<file path="src/rtl/ex_stage_if.sv">
// ID/EX-side bundle for the execute stage: decoded operands and controls in,
// EX/MEM pipeline register contents and the upstream stall request out.
interface ex_stage_if;
  logic [31:0] inst_i;
  logic [31:0] RSdata_i;
  logic [31:0] RTdata_i;
  logic [31:0] store_data_i;
  logic [1:0]  EX_signal_i;
  logic [2:0]  MEM_signal_i;
  logic [1:0]  WB_signal_i;
  logic        flush_i;

  logic        stall_o;
  logic [31:0] inst_o;
  logic [31:0] ALUresult_o;
  logic [31:0] store_data_o;
  logic        zero_o;
  logic [2:0]  MEM_signal_o;
  logic [1:0]  WB_signal_o;

  modport master (
    output inst_i, RSdata_i, RTdata_i, store_data_i,
    output EX_signal_i, MEM_signal_i, WB_signal_i, flush_i,
    input  stall_o, inst_o, ALUresult_o, store_data_o,
    input  zero_o, MEM_signal_o, WB_signal_o
  );

  modport slave (
    input  inst_i, RSdata_i, RTdata_i, store_data_i,
    input  EX_signal_i, MEM_signal_i, WB_signal_i, flush_i,
    output stall_o, inst_o, ALUresult_o, store_data_o,
    output zero_o, MEM_signal_o, WB_signal_o
  );
endinterface

</file>
<file path="src/rtl/ex_stage.sv">
// Execute stage: single-cycle ALU plus a 32-step shift-add multiplier that
// stalls upstream while it iterates. Results land in the EX/MEM register.
module ex_stage (
  input  logic     clk_i,
  input  logic     rst_n_i,
  ex_stage_if.slave bus
);

  typedef enum logic [2:0] {OP_ADD, OP_SUB, OP_AND, OP_OR, OP_SLL, OP_MUL, OP_NONE} op_e;
  typedef enum logic {IDLE, MUL_BUSY} state_e;

  localparam logic [31:0] NOP_INST = 32'h0000_0013;

  op_e         op;
  logic [31:0] alu_result;
  logic [31:0] ex_result;
  logic        is_mul;
  logic        stall;

  state_e      state_q, state_d;
  logic [4:0]  cnt_q;
  logic [31:0] mcand_q, mplier_q, acc_q;
  logic [31:0] acc_step;

  // Operation decode
  always_comb begin
    // NOTE: default first, so no path through the case leaves op unassigned (no latch).
    op = OP_NONE;
    case (bus.EX_signal_i)
      2'b00, 2'b11: op = OP_ADD;
      2'b01:        op = OP_SUB;
      default: begin
        case (bus.inst_i[14:12])
          3'b000: begin
            if (bus.inst_i[31:25] == 7'b0000000)      op = OP_ADD;
            else if (bus.inst_i[31:25] == 7'b0100000) op = OP_SUB;
            else if (bus.inst_i[31:25] == 7'b0000001) op = OP_MUL;
          end
          3'b111:  op = OP_AND;
          3'b110:  op = OP_OR;
          3'b001:  op = OP_SLL;
          default: op = OP_NONE;
        endcase
      end
    endcase
  end

  always_comb begin
    alu_result = '0;
    case (op)
      OP_ADD:  alu_result = bus.RSdata_i + bus.RTdata_i;
      OP_SUB:  alu_result = bus.RSdata_i - bus.RTdata_i;
      OP_AND:  alu_result = bus.RSdata_i & bus.RTdata_i;
      OP_OR:   alu_result = bus.RSdata_i | bus.RTdata_i;
      OP_SLL:  alu_result = bus.RSdata_i << bus.RTdata_i[4:0];
      default: alu_result = '0;
    endcase
  end

  assign is_mul    = (op == OP_MUL);
  assign acc_step  = acc_q + (mplier_q[0] ? mcand_q : 32'd0);
  assign ex_result = (state_q == MUL_BUSY) ? acc_step : alu_result;

  // FSM: state register
  always_ff @(posedge clk_i or negedge rst_n_i) begin
    // NOTE: sequential state uses non-blocking assignments so every register samples pre-edge values.
    if (!rst_n_i) state_q <= IDLE;
    else          state_q <= state_d;
  end

  // FSM: next state; flush overrides both start and completion
  always_comb begin
    state_d = state_q;
    case (state_q)
      IDLE:     if (!bus.flush_i && is_mul)                 state_d = MUL_BUSY;
      MUL_BUSY: if (bus.flush_i || cnt_q == 5'd31)          state_d = IDLE;
      default:  state_d = IDLE;
    endcase
  end

  // FSM: outputs; the final iteration cycle lets upstream advance
  always_comb begin
    stall = 1'b0;
    if (!bus.flush_i) begin
      case (state_q)
        IDLE:     stall = is_mul;
        MUL_BUSY: stall = (cnt_q != 5'd31);
        default:  stall = 1'b0;
      endcase
    end
  end

  assign bus.stall_o = stall & rst_n_i;

  // Multiplier datapath: one shift-add step per MUL_BUSY cycle
  always_ff @(posedge clk_i or negedge rst_n_i) begin
    if (!rst_n_i) begin
      cnt_q    <= '0;
      mcand_q  <= '0;
      mplier_q <= '0;
      acc_q    <= '0;
    end else if (bus.flush_i) begin
      cnt_q <= '0;
    end else if (state_q == IDLE) begin
      cnt_q <= '0;
      if (is_mul) begin
        mcand_q  <= bus.RSdata_i;
        mplier_q <= bus.RTdata_i;
        acc_q    <= '0;
      end
    end else begin
      cnt_q    <= cnt_q + 5'd1;
      acc_q    <= acc_step;
      mcand_q  <= mcand_q << 1;
      mplier_q <= mplier_q >> 1;
    end
  end

  // EX/MEM register: bubble on flush or stall, otherwise the finished result
  always_ff @(posedge clk_i or negedge rst_n_i) begin
    if (!rst_n_i) begin
      bus.inst_o       <= '0;
      bus.ALUresult_o  <= '0;
      bus.store_data_o <= '0;
      bus.zero_o       <= 1'b0;
      bus.MEM_signal_o <= '0;
      bus.WB_signal_o  <= '0;
    end else if (bus.flush_i || stall) begin
      bus.inst_o       <= NOP_INST;
      bus.ALUresult_o  <= '0;
      bus.store_data_o <= '0;
      bus.zero_o       <= 1'b0;
      bus.MEM_signal_o <= '0;
      bus.WB_signal_o  <= '0;
    end else begin
      bus.inst_o       <= bus.inst_i;
      bus.ALUresult_o  <= ex_result;
      bus.store_data_o <= bus.store_data_i;
      bus.zero_o       <= (ex_result == 32'd0);
      bus.MEM_signal_o <= bus.MEM_signal_i;
      bus.WB_signal_o  <= bus.WB_signal_i;
    end
  end

endmodule
</file>
<file path="src/flat_wrapper.sv">
// flat-port wrapper written by rule: the top's interface ports become plain ports
module ex_stage_flat 
  (clk_i, rst_n_i, bus_inst_i, bus_RSdata_i, bus_RTdata_i, bus_store_data_i, bus_EX_signal_i, bus_MEM_signal_i, bus_WB_signal_i, bus_flush_i, bus_stall_o, bus_inst_o, bus_ALUresult_o, bus_store_data_o, bus_zero_o, bus_MEM_signal_o, bus_WB_signal_o);
  ex_stage_if bus_i ();
  input  logic clk_i;
  input  logic rst_n_i;
  input wire logic [$bits(bus_i.inst_i)-1:0] bus_inst_i;
  input wire logic [$bits(bus_i.RSdata_i)-1:0] bus_RSdata_i;
  input wire logic [$bits(bus_i.RTdata_i)-1:0] bus_RTdata_i;
  input wire logic [$bits(bus_i.store_data_i)-1:0] bus_store_data_i;
  input wire logic [$bits(bus_i.EX_signal_i)-1:0] bus_EX_signal_i;
  input wire logic [$bits(bus_i.MEM_signal_i)-1:0] bus_MEM_signal_i;
  input wire logic [$bits(bus_i.WB_signal_i)-1:0] bus_WB_signal_i;
  input wire logic [$bits(bus_i.flush_i)-1:0] bus_flush_i;
  output wire logic [$bits(bus_i.stall_o)-1:0] bus_stall_o;
  output wire logic [$bits(bus_i.inst_o)-1:0] bus_inst_o;
  output wire logic [$bits(bus_i.ALUresult_o)-1:0] bus_ALUresult_o;
  output wire logic [$bits(bus_i.store_data_o)-1:0] bus_store_data_o;
  output wire logic [$bits(bus_i.zero_o)-1:0] bus_zero_o;
  output wire logic [$bits(bus_i.MEM_signal_o)-1:0] bus_MEM_signal_o;
  output wire logic [$bits(bus_i.WB_signal_o)-1:0] bus_WB_signal_o;
  assign bus_i.inst_i = bus_inst_i;
  assign bus_i.RSdata_i = bus_RSdata_i;
  assign bus_i.RTdata_i = bus_RTdata_i;
  assign bus_i.store_data_i = bus_store_data_i;
  assign bus_i.EX_signal_i = bus_EX_signal_i;
  assign bus_i.MEM_signal_i = bus_MEM_signal_i;
  assign bus_i.WB_signal_i = bus_WB_signal_i;
  assign bus_i.flush_i = bus_flush_i;
  assign bus_stall_o = bus_i.stall_o;
  assign bus_inst_o = bus_i.inst_o;
  assign bus_ALUresult_o = bus_i.ALUresult_o;
  assign bus_store_data_o = bus_i.store_data_o;
  assign bus_zero_o = bus_i.zero_o;
  assign bus_MEM_signal_o = bus_i.MEM_signal_o;
  assign bus_WB_signal_o = bus_i.WB_signal_o;
  ex_stage u_core (.clk_i(clk_i), .rst_n_i(rst_n_i), .bus(bus_i));
endmodule
</file>
<file path="config.mk">
export PLATFORM = sky130hd
export DESIGN_NAME = ex_stage_flat
export DESIGN_NICKNAME = d
export VERILOG_FILES = /design/src/rtl/ex_stage_if.sv /design/src/rtl/ex_stage.sv /design/src/flat_wrapper.sv
export SDC_FILE = /design/constraint.sdc
export NUM_CORES = 1
export LEC_CHECK = 0
export ABC_AREA = 1
export BUFFER_PORTS_ARGS = -buffer_cell sky130_fd_sc_hd__buf_4
export CAP_MARGIN = 15
export CORE_MARGIN = 2
export CORE_UTILIZATION = 55
export CTS_CLUSTER_SIZE = 8
export DETAILED_ROUTE_END_ITERATION = 7
export MAX_ROUTING_LAYER = met4
export PLACE_DENSITY = 0.89
export SYNTH_ARGS = -nofsm -noshare
export SYNTH_HDL_FRONTEND = slang
export SYNTH_SLANG_ARGS = --single-unit
</file>
<file path="constraint.sdc">
create_clock -name clk_i -period 6.2 [get_ports clk_i]
set_clock_uncertainty 0.15 [all_clocks]
set_input_delay 1.24 -clock clk_i [delete_from_list [all_inputs] [get_ports clk_i]]
set_output_delay 1.24 -clock clk_i [all_outputs]
set_load 0.005 [all_outputs]
</file>
==> results of run 1 <==
-- synth_stat cells (6+ instances only) --
cell type  number
buf_6           6
nor2_1        318
nand3_1       244
o21ai_0        98
ha_1           68
inv_1         262
xnor2_1        13
or2_2          26
o21ai_1        17
xor2_1         36
o211ai_1        9
nor3_1         20
o31ai_1        22
a21oi_1        99
a31oi_1        67
buf_2          48
nand4_1        33
dfrtp_1       204
clkbuf_1       44
nand3b_1       13
nand2_1       698
nand2_2         9
inv_2           7
-- path summary, 6_finish.rpt --
kind | to | depth (start not counted)
worst min register to register | u_core.cnt_q[0] | 1
max in group asynchronous | u_core.state_q | 2
worst max register to register | u_core.bus.zero_o | 19
min in group asynchronous | u_core.bus.store_data_o[11] | 1
worst max-delay path | u_core.bus.zero_o | 29
worst min-delay path | u_core.cnt_q[0] | 1
-- final cells by class --
class	count	area [µm²]	area share, %
multi-input cells	1845	9140	49.4
clock buffers	33	751	4.06
well taps	378	473	2.56
repair buffers	266	2000	10.8
clock inverters	1	20.0	0.108
flip-flops and latches	204	5110	27.6
inverters	271	1020	5.50
-- registers in the layout, indices dropped and copies added (netlist names), 2 cells and up --
| signal | count |
|---|---|
| u_core.acc_q | 32 |
| u_core.bus.ALUresult_o | 32 |
| u_core.bus.MEM_signal_o | 3 |
| u_core.bus.WB_signal_o | 2 |
| u_core.bus.inst_o | 32 |
| u_core.bus.store_data_o | 32 |
| u_core.cnt_q | 5 |
| u_core.mcand_q | 32 |
| u_core.mplier_q | 32 |
-- power groups by stage --
stage / combinational, mW / sequential, mW / clock [mW]
final: 2.10 / 1.70 / 1.42
after global routing: 2.28 / 1.72 / 1.49
after floorplan: 1.31 / 1.66 / 0
after global placement: 1.94 / 1.69 / 0
after detailed placement: 1.99 / 1.71 / 0
after CTS: 2.02 / 1.69 / 1.43
-- metal layers --
metal | vias up | part of all wire (%) | track usage, %
met4 | 0 | 4.3 | 15.0
met3 | 221 | 11 | 7.65
met5 | - | 0 | -
met2 | 1236 | 45 | 66.2
li1 | 8231 | - | -
met1 | 8437 | 39 | 55.4
-- cells by family (layout without fill, tap and decap cells) --
group           count (synthesis)  count (layout)  share of synthesized area [%]
simple gates                 1386            1386                           37.2
buf+inv                       373             571                           9.60
compound gates                339             339                           12.4
flops                         204             204                           32.4
fa+ha+maj                      70              70                           5.66
xor+xnor                       49              49                           2.72
mux                             1               1                         0.0635
-- stage by stage --
stage               instances  hold WS [ps]  setup slack, ps  total power, mW
floorplan                2422           282             1250             2.98
global placement         2964           300              446             3.63
detailed placement       2964           304              571             3.70
CTS                      2998           329             1120             5.14
global route             2998           349              528             5.49
finish                   2998           329              849             5.22
==> summary.txt, run 1 <==
Outcome -> complete, no violations
Final wirelength -> 63,200 µm
CTS buffer count -> 29
Width of the die -> 173 µm
F_max -> 187 MHz
Area fraction of the dominant cell type after synthesis -> 32.4%
GP Congestion -> 1.11
Post-synthesis instance total -> 2,422
Gr ovfl total -> 0
CTS tree -> yes
Layout Nets -> 2,825
Pint -> 3.11 mW
Post-synth ARST share -> 100%
Clock network fraction of design power -> 27.2%
Clock latency on the worst-skew pair -> 570 ps
Max Cap Violations -> 0
First-pass GRT wire length -> 96,800 µm
Initial antenna violation count -> 0
Critical Path End Type -> register
Critical-path maximum fanout -> 5
Leak Pwr -> 9.90 nW
Slowest CP cell -> ha_1
Final period util -> 86.3%
Peak supply drop -> 0.000203 V
Routed vias/inst -> 6.05
Area after DPL -> 0.0177 mm²
Die area -> 0.0300 mm²
RSZ-0062 raised after global routing -> false
Clk buf depth -> 3
FILL cells -> 2,368
Cell taking the most area after synthesis -> dfrtp_1
Hold_sp -> u_core.cnt_q[0]
Rows -> 61
Initial DRC count -> 2,571
Final min period -> 5350 ps
HP Class -> register to register
Slew @ Worst Pin -> 1150 ps
Synth warn -> 0
WP buf/inv -> 8
R2r setup slk -> 1980 ps
Main area contributors after synthesis -> dfrtp_1, nand2_1, nand3_1
Sw Pwr -> 2.11 mW
Util after Layout -> 66.1%
WP data arrival -> 5680 ps
I/O pin count -> 241
Syn nets -> 2,630
Dpl hpwl -> 47,300 µm
Final setup violation count -> 0
Worst stage delay on the critical path -> 310 ps
Die Ht -> 173 µm
Register area share after synthesis -> 32.4%
Logic pwr share -> 40.2%
Reg-to-Reg Start -> u_core.mplier_q[0]
Vias in the first global route -> 17,022
Crit path from -> bus_RTdata_i[1]
Antenna diodes -> 0
PwrDens -> 282 mW/mm²
Clk root buf -> clkbuf_16
Most common cell after layout, fill and taps aside -> nand2_1
Crit Path Class -> input port to register
DRC violations left -> 0
Clk sink count -> 204
Initial Util -> 56.2%
Sequential power share -> 32.5%
Setup TNS Final -> 0 ps
Port Buffer Count -> 240
Mapped cell area -> 0.0158 mm²
Sw frac -> 40.4%
Share of cells above drive strength 1 -> 13.8%
Area delta synth->final -> 17.5%
Register bit total from synthesis -> 204
Cell area after layout -> 0.0185 mm²
Commonest cells after routing, fill and taps aside -> nand2_1, nor2_1, buf_4
WL/cell -> 21.1 µm
Worst EP required -> 6530 ps
Post-synthesis cell type count -> 51
Slew Limit Fails -> 0
H-tree depth reported by CTS -> 1
Rel. slew slack -> 23.6%
Crit path launch type -> input port
Cts hold-fix bufs -> 0
Hold Vio Cnt, Final -> 0
TritonRoute pass-1 iters -> 7
Clock slew at reported path FFs -> 50 ps
Most common flop cell mapped by yosys -> dfrtp_1
Post-CTS sizing -> 0
GRT Overall Usage -> 42.4%
Routed Antenna Nets -> 0
Setup Buffers After CTS -> 0
EDFF count, synth -> 0
Via Count -> 18,125
Most common cell on crit path -> inv_1
Top delay family on crit path -> simple AND/OR/NAND/NOR gates
Synth Area per Inst -> 6.50 µm²
Core area -> 0.0280 mm²
Largest net degree at the start of global routing -> 119
Note: power is estimated with default switching activity, not from simulation.
==> run 2, diff against run 1 <==
CORE_MARGIN = 5   (was 2)
GPL_TIMING_DRIVEN = 1   (was unset)
==> run 2 against run 1 <==
Compared with the run above: cell area grew 0.20%; die area increased by 7.0%; maximum frequency grew 0.31%; sequential share of layout area is 0.054 points lower; critical path depth down 2; utilization fell by 0.94 points; global-route usage shrank 1.5 points; combinational power hardly changed; clock-buffer cell count shrank 1; sequential power about the same; worst setup slack improved by 17 ps; critical path type unchanged; critical endpoint unchanged; largest power group unchanged; highest routed layer unchanged.
==> summary.txt, run 2 (synthesis results as in run 1) <==
WP data arrival -> 5660 ps (-20 ps)
Gr ovfl total -> 0 (unchanged)
Final period util -> 86.0% (-0.27 points)
Setup TNS Final -> 0 ps (unchanged)
GP Congestion -> 1.07 (-3.4%)
Die area -> 0.0321 mm² (+7.0%)
TritonRoute pass-1 iters -> 7 (unchanged)
WL/cell -> 21.6 µm (+2.7%)
CTS buffer count -> 29 (unchanged)
Initial Util -> 55.3% (-0.91 points)
Clock latency on the worst-skew pair -> 570 ps (about the same)
Slew @ Worst Pin -> 1180 ps (+29.8 ps)
Width of the die -> 179 µm (+3.5%)
Clk sink count -> 204 (unchanged)
CTS tree -> yes
Util after Layout -> 65.1% (-0.94 points)
Area after DPL -> 0.0178 mm² (+0.13%)
Worst EP required -> 6520 ps (about the same)
Area delta synth->final -> 17.7%
Crit path launch type -> input port
Final setup violation count -> 0 (unchanged)
Setup Buffers After CTS -> 0 (unchanged)
Routed Antenna Nets -> 0 (unchanged)
Max Cap Violations -> 0 (unchanged)
First-pass GRT wire length -> 98,000 µm (+1.2%)
H-tree depth reported by CTS -> 1 (unchanged)
Crit Path Class -> input port to register
Dpl hpwl -> 48,700 µm (+3.0%)
HP Class -> register to register
Hold Vio Cnt, Final -> 0 (unchanged)
Cell area after layout -> 0.0185 mm² (+0.20%)
Final min period -> 5330 ps (-16.6 ps)
RSZ-0062 raised after global routing -> false
Critical Path End Type -> register
Cts hold-fix bufs -> 0 (unchanged)
Final wirelength -> 65,100 µm (+3.1%)
Share of cells above drive strength 1 -> 13.9% (+0.11 points)
Outcome -> complete, no violations
PwrDens -> 281 mW/mm² (-0.15%)
Post-CTS sizing -> 0 (unchanged)
Die Ht -> 179 µm (+3.5%)
Largest net degree at the start of global routing -> 125 (+5.0%)
F_max -> 187 MHz (+0.31%)
Port Buffer Count -> 240 (unchanged)
Critical-path maximum fanout -> 29 (+24)
Clock slew at reported path FFs -> 50 ps (about the same)
Leak Pwr -> 9.91 nW (+0.15%)
Vias in the first global route -> 16,874 (-0.87%)
I/O pin count -> 241 (unchanged)
Slew Limit Fails -> 0 (unchanged)
Most common cell after layout, fill and taps aside -> nand2_1
GRT Overall Usage -> 40.8% (-1.5 points)
Initial DRC count -> 2,562 (-0.35%)
Layout Nets -> 2,827 (+0.071%)
Peak supply drop -> 0.000208 V (+2.6%)
Rows -> 62 (+1.6%)
Clk buf depth -> 3 (unchanged)
FILL cells -> 2,431 (+2.7%)
Core area -> 0.0285 mm² (+1.6%)
Via Count -> 17,970 (-0.86%)
Commonest cells after routing, fill and taps aside -> nand2_1, nor2_1, buf_4
DRC violations left -> 0 (unchanged)
Initial antenna violation count -> 3 (+3)
Routed vias/inst -> 5.97 (-1.2%)
Clk root buf -> clkbuf_16
Rel. slew slack -> 21.6% (-2.0 points)
==> run 2: area by class of cell <==
cell class	count	area [µm²]	area share, %
clock inverters	1	20.0	0.108
well taps	384	480	2.59
multi-input cells	1845	9140	49.3
repair buffers	268	2020	10.9
inverters	271	1020	5.49
flip-flops and latches	204	5110	27.5
clock buffers	32	757	4.08
diodes	3	7.51	0.0405
==> run 2: report_power, final <==
part           switching [mW]  internal [mW]
combinational            1.36          0.726
sequential              0.154           1.55
clock                   0.582          0.846
total                    2.10           3.12
==> run 2: routing by layer <==
metal	vias up	track usage (%)	share of wire (%)
li1	8237	-	-
met1	8387	54.5	40
met2	1148	62.8	45
met3	198	6.68	11
met4	0	15.5	4.5
met5	-	-	0
==> run 2: worst max-delay path, cell delays in order <==
cell and delay [ps]:
buf_4 120, inv_2 50, buf_4 320, nand2_2 150
nor2_1 150, nand2_1 100, nor3_2 240, nand2_1 170
nor2_2 160, buf_4 160, nor2_1 60, xor2_1 150
ha_1 430, nand2_1 130, nor2_1 140, inv_1 90
nor3_1 320, nand3_1 220, nand3_1 190, nand2_1 140
nand2_1 120, a21oi_1 70, o21ai_0 90, nand4_1 160
nand2_1 200, nand4_1 160, nor2_1 120
==> run 2: final timing paths <==
| kind | startpoint | endpoint | slack (ps) | cells past startpoint |
|---|---|---|---|---|
| max | bus_RTdata_i[1] | u_core.bus.zero_o | 870 | 27 |
| min | u_core.acc_q[25] | u_core.acc_q[25] | 340 | 2 |
| max reg2reg | u_core.mplier_q[0] | u_core.bus.zero_o | 1910 | 19 |
| min reg2reg | u_core.acc_q[25] | u_core.acc_q[25] | 340 | 2 |
| max in group asynchronous | rst_n_i | u_core.mplier_q[16] | 3980 | 2 |
| min in group asynchronous | rst_n_i | u_core.acc_q[28] | 510 | 1 |
==> run 2: per-stage QoR <==
| stage | worst slack (ps) | hold WS (ps) | std cells | power, mW |
|---|---|---|---|---|
| final | 866 | 342 | 3008 | 5.22 |
| after CTS | 950 | 339 | 3005 | 5.14 |
| after detailed placement | 451 | 325 | 2972 | 3.69 |
| after global placement | 393 | 297 | 2972 | 3.63 |
| after floorplan | 1250 | 282 | 2422 | 2.98 |
| after global routing | 503 | 363 | 3008 | 5.49 |
